### src/rtl/mem_pkg.sv
// mem_pkg: shared constants and types for the memory-port arbiter.
//   PORT_CPU / PORT_DBG : requester IDs carried through the response pipeline
//   ST_IDLE / ST_ISSUE  : arbiter FSM encoding
//   MEM_AW / MEM_DW     : memory address / data widths
//   mem_req_t           : payload of one memory access (we, addr, wdata)
package mem_pkg;

  localparam int unsigned MEM_AW = 8;
  localparam int unsigned MEM_DW = 8;

  localparam logic PORT_CPU = 1'b0;
  localparam logic PORT_DBG = 1'b1;

  localparam logic [0:0] ST_IDLE  = 1'b0;
  localparam logic [0:0] ST_ISSUE = 1'b1;

  typedef struct packed {
    logic              we;
    logic [MEM_AW-1:0] addr;
    logic [MEM_DW-1:0] wdata;
  } mem_req_t;

endpackage

### src/rtl/mem_arbiter_if.sv
// mem_arbiter_if: bundle of the two requester ports and the memory port.
//   slave  : arbiter side (takes requests and mem_from, drives grants/responses/memory bus)
//   master : environment side (requesters plus the memory itself)
interface mem_arbiter_if;

  logic                       p0_req;
  logic                       p0_we;
  logic [mem_pkg::MEM_AW-1:0] p0_addr;
  logic [mem_pkg::MEM_DW-1:0] p0_wdata;
  logic                       p0_gnt;
  logic                       p0_rvalid;
  logic [mem_pkg::MEM_DW-1:0] p0_rdata;

  logic                       p1_req;
  logic                       p1_we;
  logic [mem_pkg::MEM_AW-1:0] p1_addr;
  logic [mem_pkg::MEM_DW-1:0] p1_wdata;
  logic                       p1_gnt;
  logic                       p1_rvalid;
  logic [mem_pkg::MEM_DW-1:0] p1_rdata;

  logic [mem_pkg::MEM_AW-1:0] mem_address;
  logic [mem_pkg::MEM_DW-1:0] mem_to;
  logic                       mem_write;
  logic [mem_pkg::MEM_DW-1:0] mem_from;
  logic                       busy;

  modport slave (
    input  p0_req, p0_we, p0_addr, p0_wdata,
    input  p1_req, p1_we, p1_addr, p1_wdata,
    input  mem_from,
    output p0_gnt, p0_rvalid, p0_rdata,
    output p1_gnt, p1_rvalid, p1_rdata,
    output mem_address, mem_to, mem_write, busy
  );

  modport master (
    output p0_req, p0_we, p0_addr, p0_wdata,
    output p1_req, p1_we, p1_addr, p1_wdata,
    output mem_from,
    input  p0_gnt, p0_rvalid, p0_rdata,
    input  p1_gnt, p1_rvalid, p1_rdata,
    input  mem_address, mem_to, mem_write, busy
  );

endinterface

### src/rtl/arb_starve_ctr.sv
// arb_starve_ctr: saturating count of consecutive port-0 wins against a waiting port 1.
//   clock, reset_n : clock and synchronous active-low reset
//   inc            : port 0 won while port 1 was requesting
//   clr            : port 1 won, or port 1 is not requesting
//   at_limit       : count has reached LIMIT (port 1 must win the next contention)
module arb_starve_ctr #(
  parameter int unsigned LIMIT = 4
) (
  input  logic clock,
  input  logic reset_n,
  input  logic inc,
  input  logic clr,
  output logic at_limit
);

  // At least 3 bits, wider only when LIMIT needs it.
  localparam int unsigned CW = (LIMIT < 8) ? 3 : $clog2(LIMIT + 1);

  logic [CW-1:0] cnt;

  // Clear has priority over increment; the count never passes LIMIT.
  always_ff @(posedge clock) begin
    if (!reset_n) begin
      cnt <= '0;
    end else if (clr) begin
      cnt <= '0;
    end else if (inc && (cnt != CW'(LIMIT))) begin
      cnt <= cnt + CW'(1);
    end
  end

  assign at_limit = (cnt == CW'(LIMIT));

endmodule

### src/rtl/mem_arbiter.sv
// mem_arbiter: shares one 8-bit synchronous memory port between the CPU (port 0)
// and the debug/loader port (port 1), one access per cycle, with read data
// returned one cycle after issue.
//   clock, reset_n : clock and synchronous active-low reset
//   bus            : requester ports p0_*/p1_*, memory port mem_*, and busy
//   STARVE_LIMIT   : max consecutive port-0 wins while port 1 waits (0 = port 1 first)
module mem_arbiter
  import mem_pkg::*;
#(
  parameter int unsigned STARVE_LIMIT = 4
) (
  input  logic          clock,
  input  logic          reset_n,
  mem_arbiter_if.slave  bus
);

  logic       grant_p0;
  logic       grant_p1;
  logic       any_grant;
  logic       at_limit;
  logic       starve_inc;
  logic       starve_clr;
  logic       resp_capture;
  mem_req_t   sel_req;
  logic [0:0] state_q;
  logic [0:0] state_d;

  logic              p0_gnt_q;
  logic              p1_gnt_q;
  logic              p0_rvalid_q;
  logic              p1_rvalid_q;
  logic [MEM_DW-1:0] p0_rdata_q;
  logic [MEM_DW-1:0] p1_rdata_q;
  logic [MEM_AW-1:0] mem_address_q;
  logic [MEM_DW-1:0] mem_to_q;
  logic              mem_write_q;
  logic              resp_valid_q;
  logic              resp_port_q;

  // Grant selection and payload mux.
  always_comb begin
    grant_p0      = 1'b0;
    grant_p1      = 1'b0;
    sel_req       = '0;
    grant_p1      = bus.p1_req && (!bus.p0_req || at_limit);
    grant_p0      = bus.p0_req && !grant_p1;
    if (grant_p1) begin
      sel_req.we    = bus.p1_we;
      sel_req.addr  = bus.p1_addr;
      sel_req.wdata = bus.p1_wdata;
    end else begin
      sel_req.we    = bus.p0_we;
      sel_req.addr  = bus.p0_addr;
      sel_req.wdata = bus.p0_wdata;
    end
  end

  assign any_grant  = grant_p0 || grant_p1;
  assign starve_inc = grant_p0 && bus.p1_req;
  assign starve_clr = grant_p1 || !bus.p1_req;

  arb_starve_ctr #(
    .LIMIT (STARVE_LIMIT)
  ) u_starve (
    .clock    (clock),
    .reset_n  (reset_n),
    .inc      (starve_inc),
    .clr      (starve_clr),
    .at_limit (at_limit)
  );

  // FSM state register.
  always_ff @(posedge clock) begin
    if (!reset_n) begin
      state_q <= ST_IDLE;
    end else begin
      state_q <= state_d;
    end
  end

  // FSM next state: ISSUE for as long as accesses are granted back to back.
  always_comb begin
    state_d = state_q;
    case (state_q)
      ST_IDLE:  if (any_grant)  state_d = ST_ISSUE;
      ST_ISSUE: if (!any_grant) state_d = ST_IDLE;
      default:  state_d = ST_IDLE;
    endcase
  end

  // A read issued last cycle has its data on mem_from now.
  assign resp_capture = (state_q == ST_ISSUE) && resp_valid_q;

  // Issue registers and response pipeline.
  always_ff @(posedge clock) begin
    if (!reset_n) begin
      p0_gnt_q      <= 1'b0;
      p1_gnt_q      <= 1'b0;
      p0_rvalid_q   <= 1'b0;
      p1_rvalid_q   <= 1'b0;
      p0_rdata_q    <= '0;
      p1_rdata_q    <= '0;
      mem_address_q <= '0;
      mem_to_q      <= '0;
      mem_write_q   <= 1'b0;
      resp_valid_q  <= 1'b0;
      resp_port_q   <= PORT_CPU;
    end else begin
      p0_gnt_q     <= grant_p0;
      p1_gnt_q     <= grant_p1;
      mem_write_q  <= any_grant && sel_req.we;
      resp_valid_q <= any_grant && !sel_req.we;
      resp_port_q  <= grant_p1 ? PORT_DBG : PORT_CPU;
      // Address and data hold their last value on idle cycles.
      if (any_grant) begin
        mem_address_q <= sel_req.addr;
        mem_to_q      <= sel_req.wdata;
      end
      p0_rvalid_q <= resp_capture && (resp_port_q == PORT_CPU);
      p1_rvalid_q <= resp_capture && (resp_port_q == PORT_DBG);
      if (resp_capture && (resp_port_q == PORT_CPU)) p0_rdata_q <= bus.mem_from;
      if (resp_capture && (resp_port_q == PORT_DBG)) p1_rdata_q <= bus.mem_from;
    end
  end

  assign bus.p0_gnt      = p0_gnt_q;
  assign bus.p1_gnt      = p1_gnt_q;
  assign bus.p0_rvalid   = p0_rvalid_q;
  assign bus.p1_rvalid   = p1_rvalid_q;
  assign bus.p0_rdata    = p0_rdata_q;
  assign bus.p1_rdata    = p1_rdata_q;
  assign bus.mem_address = mem_address_q;
  assign bus.mem_to      = mem_to_q;
  assign bus.mem_write   = mem_write_q;
  assign bus.busy        = resp_valid_q;

endmodule

### src/flat_wrapper.sv
// flat-port wrapper written by rule: the top's interface ports become plain ports
module mem_arbiter_flat import mem_pkg::*;
#(
  parameter int unsigned STARVE_LIMIT = 4
)
  (clock, reset_n, bus_p0_req, bus_p0_we, bus_p0_addr, bus_p0_wdata, bus_p1_req, bus_p1_we, bus_p1_addr, bus_p1_wdata, bus_mem_from, bus_p0_gnt, bus_p0_rvalid, bus_p0_rdata, bus_p1_gnt, bus_p1_rvalid, bus_p1_rdata, bus_mem_address, bus_mem_to, bus_mem_write, bus_busy);
  mem_arbiter_if bus_i ();
  input  logic clock;
  input  logic reset_n;
  input wire logic [$bits(bus_i.p0_req)-1:0] bus_p0_req;
  input wire logic [$bits(bus_i.p0_we)-1:0] bus_p0_we;
  input wire logic [$bits(bus_i.p0_addr)-1:0] bus_p0_addr;
  input wire logic [$bits(bus_i.p0_wdata)-1:0] bus_p0_wdata;
  input wire logic [$bits(bus_i.p1_req)-1:0] bus_p1_req;
  input wire logic [$bits(bus_i.p1_we)-1:0] bus_p1_we;
  input wire logic [$bits(bus_i.p1_addr)-1:0] bus_p1_addr;
  input wire logic [$bits(bus_i.p1_wdata)-1:0] bus_p1_wdata;
  input wire logic [$bits(bus_i.mem_from)-1:0] bus_mem_from;
  output wire logic [$bits(bus_i.p0_gnt)-1:0] bus_p0_gnt;
  output wire logic [$bits(bus_i.p0_rvalid)-1:0] bus_p0_rvalid;
  output wire logic [$bits(bus_i.p0_rdata)-1:0] bus_p0_rdata;
  output wire logic [$bits(bus_i.p1_gnt)-1:0] bus_p1_gnt;
  output wire logic [$bits(bus_i.p1_rvalid)-1:0] bus_p1_rvalid;
  output wire logic [$bits(bus_i.p1_rdata)-1:0] bus_p1_rdata;
  output wire logic [$bits(bus_i.mem_address)-1:0] bus_mem_address;
  output wire logic [$bits(bus_i.mem_to)-1:0] bus_mem_to;
  output wire logic [$bits(bus_i.mem_write)-1:0] bus_mem_write;
  output wire logic [$bits(bus_i.busy)-1:0] bus_busy;
  assign bus_i.p0_req = bus_p0_req;
  assign bus_i.p0_we = bus_p0_we;
  assign bus_i.p0_addr = bus_p0_addr;
  assign bus_i.p0_wdata = bus_p0_wdata;
  assign bus_i.p1_req = bus_p1_req;
  assign bus_i.p1_we = bus_p1_we;
  assign bus_i.p1_addr = bus_p1_addr;
  assign bus_i.p1_wdata = bus_p1_wdata;
  assign bus_i.mem_from = bus_mem_from;
  assign bus_p0_gnt = bus_i.p0_gnt;
  assign bus_p0_rvalid = bus_i.p0_rvalid;
  assign bus_p0_rdata = bus_i.p0_rdata;
  assign bus_p1_gnt = bus_i.p1_gnt;
  assign bus_p1_rvalid = bus_i.p1_rvalid;
  assign bus_p1_rdata = bus_i.p1_rdata;
  assign bus_mem_address = bus_i.mem_address;
  assign bus_mem_to = bus_i.mem_to;
  assign bus_mem_write = bus_i.mem_write;
  assign bus_busy = bus_i.busy;
  mem_arbiter #(.STARVE_LIMIT(STARVE_LIMIT)) u_core (.clock(clock), .reset_n(reset_n), .bus(bus_i));
endmodule
### config.mk
export PLATFORM = sky130hd
export DESIGN_NAME = mem_arbiter_flat
export DESIGN_NICKNAME = d
export VERILOG_FILES = /design/src/rtl/mem_pkg.sv /design/src/rtl/mem_arbiter_if.sv /design/src/rtl/arb_starve_ctr.sv /design/src/rtl/mem_arbiter.sv /design/src/flat_wrapper.sv
export SDC_FILE = /design/constraint.sdc
export NUM_CORES = 1
export LEC_CHECK = 0
export CORE_UTILIZATION = 35
export DETAILED_ROUTE_END_ITERATION = 16
export GPL_TIMING_DRIVEN = 0
export PLACE_DENSITY = 0.76
export SYNTH_ARGS = -nofsm -noshare
export SYNTH_HDL_FRONTEND = slang
export SYNTH_SLANG_ARGS = --single-unit
### constraint.sdc
create_clock -name clock -period 1.4 [get_ports clock]
set_input_delay 0.14 -clock clock [delete_from_list [all_inputs] [get_ports clock]]
set_output_delay 0.14 -clock clock [all_outputs]
set_load 0.02 [all_outputs]
**Word-level counts from Yosys, hierarchy flattened**

Cells that the tools add are included.

- Register bits: 43
- Latch bits: 0
- Bits in writable memories: 0
- Memory bits (read-only): 0
- Logic and storage cells: 38
- Memories kept: 0

- Add/subtract/negate cells: 1
- $mul: 0
- Div/mod/pow operators: 0
- $lt $le $gt $ge: 0
- Eq/ne operators: 2
- Shift-type cells: 0
- Multiplexer cells: 3
- Bitwise operators: 2
- Reduce and logical (&&, ||, !) cells: 17

Operators by type and width:

| cell | count |
|---|---|
| 17-bit 2-to-1 mux | 1 |
| 1-bit logical AND | 9 |
| 1-bit logical NOT | 4 |
| 3-bit by 1-bit adder with 3-bit output (second input constant) | 1 |
| 3-bit == test (second input constant) | 1 |
| 1-bit logical OR | 3 |
| 3-bit != test (second input constant) | 1 |
| 1-bit 2-to-1 mux | 2 |
| 1-bit NOT | 2 |
| 2-bit OR reduction | 1 |

**Longest topological paths before layout**

Gate-level depths: netlist of the first run.

- Word-level depth: 7
- Mapped depth: 7

**Cells and area by module**

Synthesis of the first run repeated with hierarchy kept, for this count alone.

- Cell total of the unflattened synthesis: 160
- Area total of the unflattened synthesis: 1629.1 um^2

Modules (own cells, without submodules):

| module | instances | cells an instance | area each (um^2) | sequential area each (um^2) |
|---|---|---|---|---|
| mem_arbiter | 1 | 142 | 1441.4 | 780.7 |
| arb_starve_ctr | 1 | 18 | 187.7 | 60.1 |

**Worst setup path after synthesis of the first run**

OpenSTA, ideal clock, no wires.

- Path kind: reg-to-reg
- From: register u_core.u_starve.cnt[0]
- To: register u_core.mem_address_q[7], in the netlist u_core.bus.mem_address[7]
- Setup time: 0.122 ns
- Arrival time: 1.393 ns
- Path slack: -0.115 ns
- Stages on the path, launching flop included: 8
- Period minus slack after synthesis: 1.515 ns
- Cells stage by stage: dfxtp_1 -> inv_1 -> ha_1 -> nand3_2 -> and3_4 -> buf_6 -> buf_8 -> a221o_1

- Longest elaborated chain between the ends: 6
- Elaborated cells on any way between the ends: 7

RTL lines:

| item | line | RTL |
|---|---|---|
| start: declaration | arb_starve_ctr.sv:19 | `logic [CW-1:0] cnt;` |
| start signal: assignment | arb_starve_ctr.sv:28 | `cnt <= cnt + CW'(1);` |
| 3-bit == test (*) | arb_starve_ctr.sv:32 | `assign at_limit = (cnt == CW'(LIMIT));` |
| 1-bit logical OR (*) | mem_arbiter.sv:45 | `grant_p1 = bus.p1_req && (!bus.p0_req \|\| at_limit);` |
| 1-bit logical AND (*) | mem_arbiter.sv:45 |  |
| 1-bit logical NOT | mem_arbiter.sv:46 | `grant_p0 = bus.p0_req && !grant_p1;` |
| 1-bit logical AND | mem_arbiter.sv:46 |  |
| 1-bit logical OR | mem_arbiter.sv:58 | `assign any_grant = grant_p0 \|\| grant_p1;` |
| end signal: assignment | mem_arbiter.sv:116 | `mem_address_q <= sel_req.addr;` |
| end: declaration | mem_arbiter.sv:34 | `logic [MEM_AW-1:0] mem_address_q;` |

Every way passes the cells marked *; elsewhere a longest branch is shown, timed or not.
A chain may end at the register's enable or synchronous reset.

**Final worst setup path of the first run**

- From: register u_core.u_starve.cnt[1]
- To: register u_core.mem_address_q[3], in the netlist u_core.bus.mem_address[3]

Same word-level chain as after synthesis.

==> Flow_metrics.wiki, run 1 <==
{| class="wikitable"
! Metric !! Value
|-
| Final Hold Viols || 0
|-
| Max-slew violations || 0
|-
| Destination of the worst hold path || u_core.bus.mem_write
|-
| # Max-Cap Violations || 0
|-
| Register-to-register path setup slack || -0.04 ns
|-
| Global-route wire length before repair || roughly 5900 µm
|-
| Wirelength, routed || a little under 4000 µm
|-
| Total placed instance area || 2480 µm²
|-
| Cell Area, Synth || 1570 µm²
|-
| Adder-cell share of the synthesized area || 0.0159
|-
| Drt via density || about 4.8
|-
| Endpoint of the worst-slack reg-to-reg timing path || u_core.bus.mem_address[3]
|-
| Number of cells in the finished layout apart from fillers || around 300
|-
| Port-buffer cells || 83
|-
| Root buffer cell || sky130_fd_sc_hd__clkbuf_8
|-
| Chip Width || ~69 µm
|-
| Clock tree sinks || 42
|-
| Count of unique library cells instantiated by Yosys || 24
|-
| Overall Power || around 0.0026 W
|-
| Post-layout net count || 294
|-
| Outcome || finished, violations left
|-
| Maximum frequency from static timing analysis || between 0.6 and 0.7 GHz
|-
| Post-synthesis mux area share || 0.0574
|-
| IR Drop Worst-Case VDD || between 0.6 and 0.7 mV
|-
| Pre-Repair DR Iteration Count || 4
|-
| Mapped Nets || roughly 200
|-
| Routability congestion estimate || roughly 0.72
|-
| R2r startpoint || u_core.u_starve.cnt[1]
|-
| Register cell area after layout || around 840 µm²
|-
| Post-detailed-route DRC marker count || 0
|-
| Logic depth of the worst register-to-register path || 6
|-
| Post-synthesis area per instance || between 10 and 15 µm²
|-
| Parity-gate share of the synthesized area counting xor and xnor cells || 0
|-
| Full die area || about 4800 µm²
|-
| Multi-input gate area || between 700 and 800 µm²
|-
| Portion of the post-synthesis area used by sequential elements || 0.536
|-
| Worst path cell trace || inv_2 -> ha_4 -> nand3_4 -> and3_4 -> buf_6 -> a221o_2
|-
| Number of cells after detailed placement || 284
|-
| Number of inserted filler cells in the final layout || roughly 360
|-
| Startpoint-to-endpoint class of the critical path || register to register
|-
| Most common cell after layout, fill and taps aside || sky130_fd_sc_hd__clkdlybuf4s50_1
|-
| Slowest stage cell, crit path || sky130_fd_sc_hd__a221o_2
|-
| Synth-to-layout area growth || 74.9%
|-
| Tightest hold margin || 0.381 ns
|-
| Share of the clock period used by the worst path || 1.03
|-
| Setup repair after global routing missed its margin || yes
|-
| Largest net degree at the start of global routing || 14
|-
| Worst hold path cell count || 3
|-
| Vias post-DR || 1,419
|-
| Max clock buf depth || 2
|-
| Count of state elements after synthesis || 42
|-
| Violated checks || setup timing
|-
| Final global-route overflow total || 0
|-
| Non-Filler Cell Area, Final || between 2000 and 3000 µm²
|-
| Leakage component of the power || approximately 1.4 nW
|-
| Data required, critical path || 1.57 ns
|-
| Placement row count || 23
|-
| Min Tclk post-route || between 1 and 1.5 ns
|-
| Kind of start point of the critical path || register
|-
| First-iteration detailed-routing DRC count || 72
|-
| Combinational family with the most area after synthesis || simple AND/OR/NAND/NOR gates
|-
| Fraction of layout cells with a size suffix above 1 || 0.150
|-
| Areal power density over the cells || about 960 nW/µm²
|-
| Complex-gate fraction of the synthesized area || 0.147
|-
| Area share of the largest cell type after synthesis || 0.536
|-
| Core region area || roughly 4100 µm²
|-
| Number of global-route vias before repair || ~1.4k
|-
| CP Max Fanout || 6
|-
| Worst-case clock skew || ~0.0084 ns
|-
| Final worst setup slack || -0.0379 ns
|-
| WP data arrival || about 1.6 ns
|-
| Leading post-synthesis cells by cell area || sky130_fd_sc_hd__dfxtp_1 (54%), sky130_fd_sc_hd__and2_1 (6.4%), sky130_fd_sc_hd__a221o_1 (5.7%)
|-
| Post-CTS Hold Buffers || 0
|-
| Initial core utilization || 0.379
|-
| Origin of the worst min-delay path || bus_p0_req
|-
| Clock tree from TritonCTS || done
|-
| Cells after synthesis || between 150 and 200
|-
| Synthesis warning total || 0
|-
| Type of the most critical hold path || primary input to register
|-
| Endpoint type of the worst setup path || register
|-
| DPL Wire Length || 2810 µm
|-
| Top library cells by usage in the layout, fill and taps aside || sky130_fd_sc_hd__clkdlybuf4s50_1 (57), sky130_fd_sc_hd__dfxtp_1 (40), sky130_fd_sc_hd__dlymetal6s2s_1 (22)
|-
| Largest area contributor in the netlist || sky130_fd_sc_hd__dfxtp_1
|-
| GR Util All Layers || 0.167
|-
| Relative max-transition margin || 0.686
|-
| ANT cells || 0
|-
| CTS buffer count || 5
|-
| Clock latency at the later pin of the worst-skew pair || 0.29 ns
|-
| CP max stage delay || 0.35 ns
|-
| Number of setup violations in the final report || 6
|-
| Antenna violations before repair || 0
|-
| Clock slew at the register clock pins of the worst setup and hold paths || approximately 0.08 ns
|-
| Ports placed on the boundary || 84
|-
| Slew at the pin with the worst max-slew slack || 0.470 ns
|-
| Per-cell routed wire length || about 13 µm
|-
| Vert. Die Dim || 69.0 µm
|-
| Post-route ant nets || 0
|-
| Number of levels the H-tree was split into || 2
|-
| Post-Synth Simple-Gate Area || 0.204
|}
state kept, by name (all words and copies together), names as in the netlist:
signal,flops
u_core.bus.busy,1
u_core.bus.mem_address,8
u_core.bus.mem_to,8
u_core.bus.mem_write,1
u_core.bus.p0_gnt,1
u_core.bus.p0_rdata,8
u_core.bus.p0_rvalid,1
u_core.bus.p1_rdata,8
u_core.bus.p1_rvalid,1
u_core.resp_port_q,1
u_core.state_q,1
u_core.u_starve.cnt,3
critical path, delay by kind of cell, from the launching register on:
kind,cells,cell delay [ns]
adder cells (fa/ha/maj),1,0.17
AO/OA/AOI/OAI,1,0.35
buffers and inverters,2,0.20
AND/OR/NAND/NOR,2,0.29
flip-flops,1,0.33
what timing repair did:
item	CTS	global route
resized for setup	14	25
gates cloned	1	0
setup endpoints to repair	18	38
setup buffers	4	1
pin swaps	17	2
routing by layer:
layer	up-vias	wire length (µm)	global-route usage
met5	-	0	0
met4	0	38	0.0561
met3	5	360	0.0526
met2	61	1820	0.284
met1	633	1750	0.197
li1	720	-	-
cells in the mapped netlist, drive strengths merged:
cell    instances
inv             3
nand3b          3
or3b            1
nor3b           3
nand2          17
a21oi          10
ha              2
and3            2
clkbuf          4
and2           16
buf             4
a21boi          1
dfxtp          42
a221o          16
nor2           14
nand3           3
mux2i           9
and4            1
cell families (layout without fill, tap and decap cells):
| group | after synthesis | after routing |
|---|---|---|
| multiplexers | 9 | 9 |
| flip-flops | 42 | 42 |
| buffers and inverters | 11 | 107 |
| AO/OA/AOI/OAI | 27 | 27 |
| AND/OR/NAND/NOR | 60 | 60 |
| adder cells (fa/ha/maj) | 2 | 2 |
where the power goes:
group	internal, W	total, W	leakage [nW]	switching [W]
Combinational	0.000258	0.000431	1.05	0.000173
Clock	0.000532	0.000933	0.0514	0.000401
Sequential	0.00124	0.00127	0.345	0.0000238
Total	0.00204	0.00263	1.45	0.000597
how the worst max path moves through the flow:
stage,start,end,slack (ns)
2_1_floorplan,u_core.u_starve.cnt[1],u_core.bus.mem_address[7],-0.02
3_3_place_gp,reset_n,u_core.bus.mem_to[0],-0.66
5_1_grt,u_core.u_starve.cnt[1],u_core.bus.mem_address[3],-0.06
4_1_cts,u_core.u_starve.cnt[0],u_core.bus.mem_address[3],-0.04
3_5_place_dp,bus_p1_req,u_core.bus.mem_to[3],-0.66
6_report,u_core.u_starve.cnt[1],u_core.bus.mem_address[3],-0.04
per-stage QoR:
stage	utilization	TNS [ns]	setup WS [ns]
floorplan	-	-0.163	-0.0181
global placement	0.598	-8.67	-0.659
detailed placement	0.598	-8.73	-0.657
CTS	0.645	-0.154	-0.0350
global route	0.662	-0.542	-0.0639
finish	0.662	-0.142	-0.0379
cell type report:
cell class,count,share of cell area
Tap cell,50,0.0228
Buffer,7,0.0173
Inverter,3,0.00410
Timing Repair Buffer,89,0.347
Multi-Input combinational cell,98,0.261
Sequential cell,42,0.307
Clock buffer,6,0.0264
Clock inverter,2,0.0137
Power figures use the tool's default switching activity.
==> run 2: changes to the inputs <==
--- a/config.mk
+++ b/config.mk
@@ -11,2 +11,3 @@
 export PLACE_DENSITY = 0.76
+export SLEW_MARGIN = 20
 export SYNTH_ARGS = -nofsm -noshare
==> constraint.sdc (replaced) <==
create_clock -name clock -period 1.4 [get_ports clock]
set_input_delay 0.28 -clock clock [delete_from_list [all_inputs] [get_ports clock]]
set_output_delay 0.28 -clock clock [all_outputs]
set_load 0.02 [all_outputs]
==> run 2 against run 1 <==
  * The flow still finishes with violations (setup timing)
  * Die area stayed put
  * Combinational power is 3% lower
  * Global-route usage is 0.14 points higher
  * Worst hold slack worse by 0.029 ns
  * Routed wire length is 1.8% higher
  * Clock power is 0.4% higher
  * First-iteration DRC count is 24% lower
  * Power is 0.44% lower
  * Critical path type unchanged
==> Flow_metrics.wiki, run 2 (synthesis gave the netlist of run 1 again) <==
{| class="wikitable"
! Metric !! Value
|-
| Outcome || finished, violations left
|-
| Violated checks || setup timing
|-
| Vias post-DR || 1,458 (+2.7%)
|-
| Max clock buf depth || 2 (unchanged)
|-
| Initial core utilization || 0.379 (unchanged)
|-
| Startpoint-to-endpoint class of the critical path || register to register
|-
| Non-Filler Cell Area, Final || 2700 µm² (-1.8%)
|-
| Most common cell after layout, fill and taps aside || sky130_fd_sc_hd__clkdlybuf4s50_1
|-
| CP Max Fanout || 6 (unchanged)
|-
| Areal power density over the cells || 972 nW/µm² (+1.4%)
|-
| Number of cells in the finished layout apart from fillers || 303 (+2.0%)
|-
| ANT cells || 0 (unchanged)
|-
| Sequential cell fraction of total power || 0.484 (+0.002)
|-
| Endpoint type of the worst setup path || register
|-
| Routability congestion estimate || 0.720 (unchanged)
|-
| Synth-to-layout area growth || 71.8%
|-
| Top library cells by usage in the layout, fill and taps aside || sky130_fd_sc_hd__clkdlybuf4s50_1 (42), sky130_fd_sc_hd__dlygate4sd2_1 (40), sky130_fd_sc_hd__dfxtp_1 (40)
|-
| Number of setup violations in the final report || 16 (+10)
|-
| Port-buffer cells || 83 (unchanged)
|-
| Max-slew violations || 0 (unchanged)
|-
| Leakage component of the power || 1.26 nW (-13%)
|-
| Combinational Power Share || 0.159 (-0.005)
|-
| CTS buffer count || 5 (unchanged)
|-
| Wirelength, routed || 4040 µm (+1.8%)
|-
| Ports placed on the boundary || 84 (unchanged)
|-
| Data required, critical path || 1.57 ns (about the same)
|-
| DPL Wire Length || 2810 µm (unchanged)
|-
| Min Tclk post-route || 1.45 ns (+0.00745 ns)
|-
| Maximum frequency from static timing analysis || 0.692 GHz (-0.52%)
|-
| Final global-route overflow total || 0 (unchanged)
|-
| Post-detailed-route DRC marker count || 0 (unchanged)
|-
| Clock tree sinks || 42 (unchanged)
|-
| Number of inserted filler cells in the final layout || 386 (+6.3%)
|-
| P_int || 0.00202 W (-0.88%)
|-
| Largest net degree at the start of global routing || 14 (unchanged)
|-
| Fraction of layout cells with a size suffix above 1 || 0.170 (+0.0202)
|-
| Placement row count || 23 (unchanged)
|-
| Antenna violations before repair || 0 (unchanged)
|-
| Total placed instance area || 2480 µm² (unchanged)
|-
| Switching share of power || 0.230 (+0.00343)
|-
| Share of the clock period used by the worst path || 1.03 (+0.00532)
|-
| IR Drop Worst-Case VDD || 0.631 mV (-3.7%)
|-
| Number of levels the H-tree was split into || 2 (unchanged)
|-
| GR Util All Layers || 0.169 (+0.00138)
|-
| Slew at the pin with the worst max-slew slack || 0.469 ns (-0.000990 ns)
|-
| Clock tree from TritonCTS || done
|-
| Per-cell routed wire length || 13.3 µm (-0.23%)
|-
| Clock slew at the register clock pins of the worst setup and hold paths || 0.08 ns (about the same)
|-
| Full die area || 4750 µm² (unchanged)
|-
| Number of cells after detailed placement || 284 (unchanged)
|-
| Type of the most critical hold path || primary input to register
|-
| Final worst setup slack || -0.0453 ns (-0.00745 ns)
|-
| Kind of start point of the critical path || register
|-
| WP data arrival || 1.62 ns (about the same)
|-
| Global-route wire length before repair || 5910 µm (+0.48%)
|-
| Pre-Repair DR Iteration Count || 4 (unchanged)
|-
| Final Hold Viols || 0 (unchanged)
|-
| # Max-Cap Violations || 0 (unchanged)
|-
| First-iteration detailed-routing DRC count || 55 (-24%)
|-
| Power dissipated by switching net loads || 0.000604 W (+1.1%)
|-
| Core region area || 4140 µm² (unchanged)
|-
| Chip Width || 69.0 µm (unchanged)
|-
| Post-route ant nets || 0 (unchanged)
|-
| Drt via density || 4.81 (+0.71%)
|-
| Vert. Die Dim || 69.0 µm (unchanged)
|-
| Root buffer cell || sky130_fd_sc_hd__clkbuf_8
|-
| Setup repair after global routing missed its margin || yes
|-
| Relative max-transition margin || 0.687 (about the same)
|-
| Clock latency at the later pin of the worst-skew pair || 0.29 ns (about the same)
|-
| Post-layout net count || 300 (+2.0%)
|-
| Number of global-route vias before repair || 1,371 (-0.22%)
|-
| Clock share of power || 0.358 (+0.004)
|-
| Worst-case clock skew || 0.00714 ns (-0.00124 ns)
|}
[run 2: worst paths after layout]
check                               from                     end  slack, ns  cells after the start
setup / recovery  u_core.u_starve.cnt[0]    u_core.bus.mem_to[2]      -0.05                      6
hold / removal                   reset_n  u_core.bus.p1_rdata[0]       0.35                      3
setup reg to reg  u_core.u_starve.cnt[0]    u_core.bus.mem_to[2]      -0.05                      6
hold reg to reg   u_core.bus.p1_rdata[6]  u_core.bus.p1_rdata[6]       0.46                      2
[run 2: through the flow]
step | power [W] | hold slack (ns) | TNS [ns] | worst slack, ns | utilization
6_report | 0.00262 | 0.352 | -0.411 | -0.0453 | 0.650
5_1_grt | 0.00272 | 0.371 | -1.09 | -0.0827 | 0.650
4_1_cts | 0.00263 | 0.456 | -0.164 | -0.0248 | 0.638
3_5_place_dp | 0.00171 | 0.434 | -13.07 | -0.797 | 0.598
3_3_place_gp | 0.00171 | 0.425 | -12.75 | -0.799 | 0.598
2_1_floorplan | 0.00146 | 0.396 | -0.163 | -0.0181 | -
[run 2: worst max-delay path, stage by stage, from the launching register on]
cell and delay, ns:
sky130_fd_sc_hd__dfxtp_2 0.34, sky130_fd_sc_hd__inv_2 0.04, sky130_fd_sc_hd__ha_4 0.17, sky130_fd_sc_hd__a21boi_4 0.22
sky130_fd_sc_hd__nor2_4 0.10, sky130_fd_sc_hd__buf_4 0.17, sky130_fd_sc_hd__a221o_1 0.29
[run 2: area by class of cell]
type / count / area [µm²] / share of cell area
Tap cell: 50 / 62.6 / 0.0232
Clock inverter: 2 / 37.5 / 0.0139
Multi-Input combinational cell: 98 / 713 / 0.265
Timing Repair Buffer: 95 / 905 / 0.336
Clock buffer: 6 / 72.6 / 0.0269
Buffer: 7 / 50.0 / 0.0186
Inverter: 3 / 11.3 / 0.00418
Sequential cell: 42 / 843 / 0.313
[run 2: repair_timing]
| action | 4_1_cts | 5_1_grt |
|---|---|---|
| hold buffers | 0 | 0 |
| resized for setup | 53 | 5 |
| endpoints found under the setup margin | 56 | 16 |
| pin swaps | 15 | 3 |
| setup buffers | 6 | 5 |
| gates cloned | 1 | 1 |
| endpoints found under the hold margin | 0 | 0 |
[run 2: per-layer routing]
metal,vias up,share of wire,global-route usage,routed length (µm)
met2,61,0.46,0.291,1870
met1,660,0.45,0.197,1800
li1,732,-,-,-
met3,5,0.083,0.0526,335
met4,0,0.0094,0.0510,38
met5,-,0,0,0
[run 2: power by group through the flow]
stage,logic [W],clock network (W),registers (W)
2_1_floorplan,0.000103,0,0.00135
3_3_place_gp,0.000410,0,0.00130
3_5_place_dp,0.000414,0,0.00130
4_1_cts,0.000409,0.000951,0.00127
5_1_grt,0.000445,0.000999,0.00127
6_report,0.000416,0.000937,0.00127
==> run 3: changes to the inputs <==
- PLACE_DENSITY: 0.76 -> 0.75
- SYNTH_HIERARCHICAL: default -> 1
==> run 3 against run 2 <==
  * Core utilization is 2.1 points lower
  * Clock skew is 0.0019 ns lower
  * The run still ends with setup timing left
  * Cell count is 3.6% higher
  * Flip-flop and latch count stayed put
  * Design area is 3.1% higher
  * Maximum frequency is 9.0% lower
  * Non-clock buffer count is 1 higher
  * Clock power is 15% lower
  * Largest power group unchanged
  * First-iteration DRC count is 60% higher
  * Critical path type unchanged
==> Flow_metrics.wiki, run 3 <==
{| class="wikitable"
! Metric !! Value
|-
| Antenna violations before repair || 0 (unchanged)
|-
| Chip Width || 70.2 µm (+1.8%)
|-
| Initial core utilization || 0.369 (-0.00958)
|-
| Leading post-synthesis cells by cell area || sky130_fd_sc_hd__dfxtp_1 (52%), sky130_fd_sc_hd__and2_1 (6.5%), sky130_fd_sc_hd__mux2i_1 (6.1%)
|-
| Count of unique library cells instantiated by Yosys || 25 (+4.2%)
|-
| Synth-to-layout area growth || 70.5%
|-
| Pre-Repair DR Iteration Count || 4 (unchanged)
|-
| Vert. Die Dim || 70.2 µm (+1.8%)
|-
| Met3 GRT Util || 0.0418 (-0.0108)
|-
| Most common cell after layout, fill and taps aside || sky130_fd_sc_hd__clkdlybuf4s50_1
|-
| CP Max Fanout || 7 (+1)
|-
| Cell Area, Synth || 1630 µm² (+3.8%)
|-
| Routability congestion estimate || 0.767 (+6.5%)
|-
| Largest net degree at the start of global routing || 13 (-1)
|-
| Max-slew violations || 0 (unchanged)
|-
| Startpoint-to-endpoint class of the critical path || register to register
|-
| Type of the most critical hold path || primary input to register
|-
| FFs w/ async S/R, synth || 0 (unchanged)
|-
| Per-cell routed wire length || 13.5 µm (+1.3%)
|-
| Post-place setup slack || -0.901 ns (-0.104 ns)
|-
| Core region area || 4410 µm² (+6.5%)
|-
| Final Hold Viols || 0 (unchanged)
|-
| Data required, critical path || 1.57 ns (about the same)
|-
| Number of levels the H-tree was split into || 2 (unchanged)
|-
| Endpoint type of the worst setup path || register
|-
| Busiest layer in global routing || met2
|-
| Ports placed on the boundary || 84 (unchanged)
|-
| Leakage component of the power || 1.31 nW (+3.8%)
|-
| Maximum frequency from static timing analysis || 0.630 GHz (-9.0%)
|-
| DPL Wire Length || 2950 µm (+5.2%)
|-
| Main synth FF type || sky130_fd_sc_hd__dfxtp_1
|-
| Area share of the largest cell type after synthesis || 0.516 (-0.0198)
|-
| Count of state elements after synthesis || 42 (unchanged)
|-
| Setup repair after global routing missed its margin || yes
|-
| WP data arrival || 1.76 ns (+0.14 ns)
|-
| ANT cells || 0 (unchanged)
|-
| # Max-Cap Violations || 0 (unchanged)
|-
| IR Drop Worst-Case VDD || 0.565 mV (-11%)
|-
| Synthesis warning total || 6 (+6)
|-
| First-iteration detailed-routing DRC count || 88 (+60%)
|-
| GR Util All Layers || 0.181 (+0.0123)
|-
| Min Tclk post-route || 1.59 ns (+0.142 ns)
|-
| Final worst setup slack || -0.188 ns (-0.142 ns)
|-
| CTS buffer count || 5 (unchanged)
|-
| Fraction of layout cells with a size suffix above 1 || 0.179 (+0.00943)
|-
| Total negative slack for setup checks || -2.71 ns (-2.30 ns)
|-
| Number of global-route vias before repair || 1,560 (+14%)
|-
| Relative max-transition margin || 0.682 (-0.00509)
|-
| Root buffer cell || sky130_fd_sc_hd__clkbuf_8
|-
| Fraction of the core area covered by cells at the end of the flow || 0.629 (-0.0211)
|-
| Cells after synthesis || 160 (+6.0%)
|-
| Clock slew at the register clock pins of the worst setup and hold paths || 0.08 ns (about the same)
|-
| Most used standard cell by instance count after synthesis || sky130_fd_sc_hd__dfxtp_1
|-
| Post-route ant nets || 0 (unchanged)
|-
| Final global-route overflow total || 0 (unchanged)
|-
| Kind of start point of the critical path || register
|-
| Overall Power || 0.00248 W (-5.2%)
|-
| Drt via density || 4.85 (+0.86%)
|-
| Mapped Nets || 208 (+4.5%)
|-
| Post-CTS Hold Buffers || 0 (unchanged)
|-
| Global-route met1 utilization || 0.228 (+0.0309)
|-
| Clock tree sinks || 42 (unchanged)
|-
| Most frequent cells after synthesis || sky130_fd_sc_hd__dfxtp_1 (42), sky130_fd_sc_hd__and2_1 (17), sky130_fd_sc_hd__nand2_1 (17)
|-
| Number of setup violations in the final report || 18 (+2)
|-
| Port-buffer cells || 83 (unchanged)
|-
| Violated checks || setup timing
|-
| Areal power density over the cells || 894 nW/µm² (-8.0%)
|-
| Post-detailed-route DRC marker count || 0 (unchanged)
|-
| Largest area contributor in the netlist || sky130_fd_sc_hd__dfxtp_1
|-
| Slew at the pin with the worst max-slew slack || 0.477 ns (+0.00763 ns)
|-
| Placement row count || 24 (+4.3%)
|-
| Clock latency at the later pin of the worst-skew pair || 0.28 ns (about the same)
|-
| Outcome || finished, violations left
|-
| Wirelength, routed || 4240 µm (+5.0%)
|-
| Worst-case clock skew || 0.00527 ns (-0.00187 ns)
|-
| Post-layout net count || 309 (+3.0%)
|-
| Met2 routing resource usage after global routing || 0.313 (+0.0220)
|-
| Global-route wire length before repair || 7150 µm (+21%)
|-
| Max clock buf depth || 2 (unchanged)
|-
| Share of the clock period used by the worst path || 1.13 (+0.102)
|-
| Portion of the post-synthesis area used by sequential elements || 0.516 (-0.0198)
|-
| Vias post-DR || 1,524 (+4.5%)
|-
| Top library cells by usage in the layout, fill and taps aside || sky130_fd_sc_hd__clkdlybuf4s50_1 (42), sky130_fd_sc_hd__dlygate4sd2_1 (40), sky130_fd_sc_hd__dfxtp_1 (40)
|-
| Clock tree from TritonCTS || done
|-
| Count of flip-flops with a built-in enable after synthesis || 0 (unchanged)
|-
| Post-synthesis area per instance || 10.2 µm² (-2.0%)
|-
| Full die area || 4930 µm² (+3.7%)
|}
[run 3: worst paths after layout]
kind	cells past startpoint	slack, ns	end	startpoint
max	7	-0.19	u_core/bus.mem_address[4]	u_core/u_starve/cnt[0]
min	3	0.41	u_core/bus.busy	reset_n
max reg2reg	7	-0.19	u_core/bus.mem_address[4]	u_core/u_starve/cnt[0]
min reg2reg	2	0.46	u_core/bus.p1_rdata[7]	u_core/bus.p1_rdata[7]
[run 3: layout make-up]
type / count / area [µm²]
Fill cell: 383 / 1640
Timing Repair Buffer: 96 / 936
Sequential cell: 42 / 843
Multi-Input combinational cell: 105 / 776
Clock buffer: 7 / 86.3
Tap cell: 52 / 65.1
Buffer: 7 / 51.3
Inverter: 4 / 15.0
Clock inverter: 1 / 5.00
[run 3: cells by family after synthesis]
logic type / after synthesis / share of synthesized area
multiplexers: 10 / 0.0614
buffers and inverters: 13 / 0.0476
AO/OA/AOI/OAI: 28 / 0.142
flip-flops: 42 / 0.516
adder cells (fa/ha/maj): 2 / 0.0154
AND/OR/NAND/NOR: 65 / 0.217
[run 3: power breakdown]
part | internal, W | total, W | switching [W]
logic | 0.000248 | 0.000427 | 0.000178
clock network | 0.000398 | 0.000794 | 0.000396
registers | 0.00124 | 0.00126 | 0.0000201
total | 0.00189 | 0.00248 | 0.000595
[run 3: worst max-delay path, cell delays in order, from the launching register on]
cell and delay [ns]:
sky130_fd_sc_hd__dfxtp_2 0.34, sky130_fd_sc_hd__inv_2 0.04, sky130_fd_sc_hd__ha_4 0.15, sky130_fd_sc_hd__and2_4 0.15, sky130_fd_sc_hd__nand2b_4 0.14, sky130_fd_sc_hd__and3_4 0.19
sky130_fd_sc_hd__buf_6 0.14, sky130_fd_sc_hd__a221o_2 0.32
[run 3: per-layer routing]
metal / share of wire / wire length, µm / vias up
li1: - / - / 760
met1: 0.44 / 1880 / 707
met2: 0.50 / 2120 / 55
met3: 0.055 / 232 / 2
met4: 0.0040 / 17 / 0
met5: 0 / 0 / -
[run 3: what timing repair did]
item | CTS | global route
resized for setup | 55 | 3
buffers inserted | 10 | 1
pin swaps | 16 | 1
endpoints found under the hold margin | 0 | 0
gates cloned | 2 | 0
setup endpoints to repair | 57 | 31
[run 3: per-stage QoR]
| stage | hold WS (ns) | std cells | instance area [µm²] |
|---|---|---|---|
| 2_1_floorplan | 0.396 | 160 | 1670 |
| 3_3_place_gp | 0.441 | 295 | 2560 |
| 3_5_place_dp | 0.448 | 295 | 2560 |
| 4_1_cts | 0.457 | 313 | 2760 |
| 5_1_grt | 0.448 | 314 | 2780 |
| 6_report | 0.410 | 314 | 2780 |
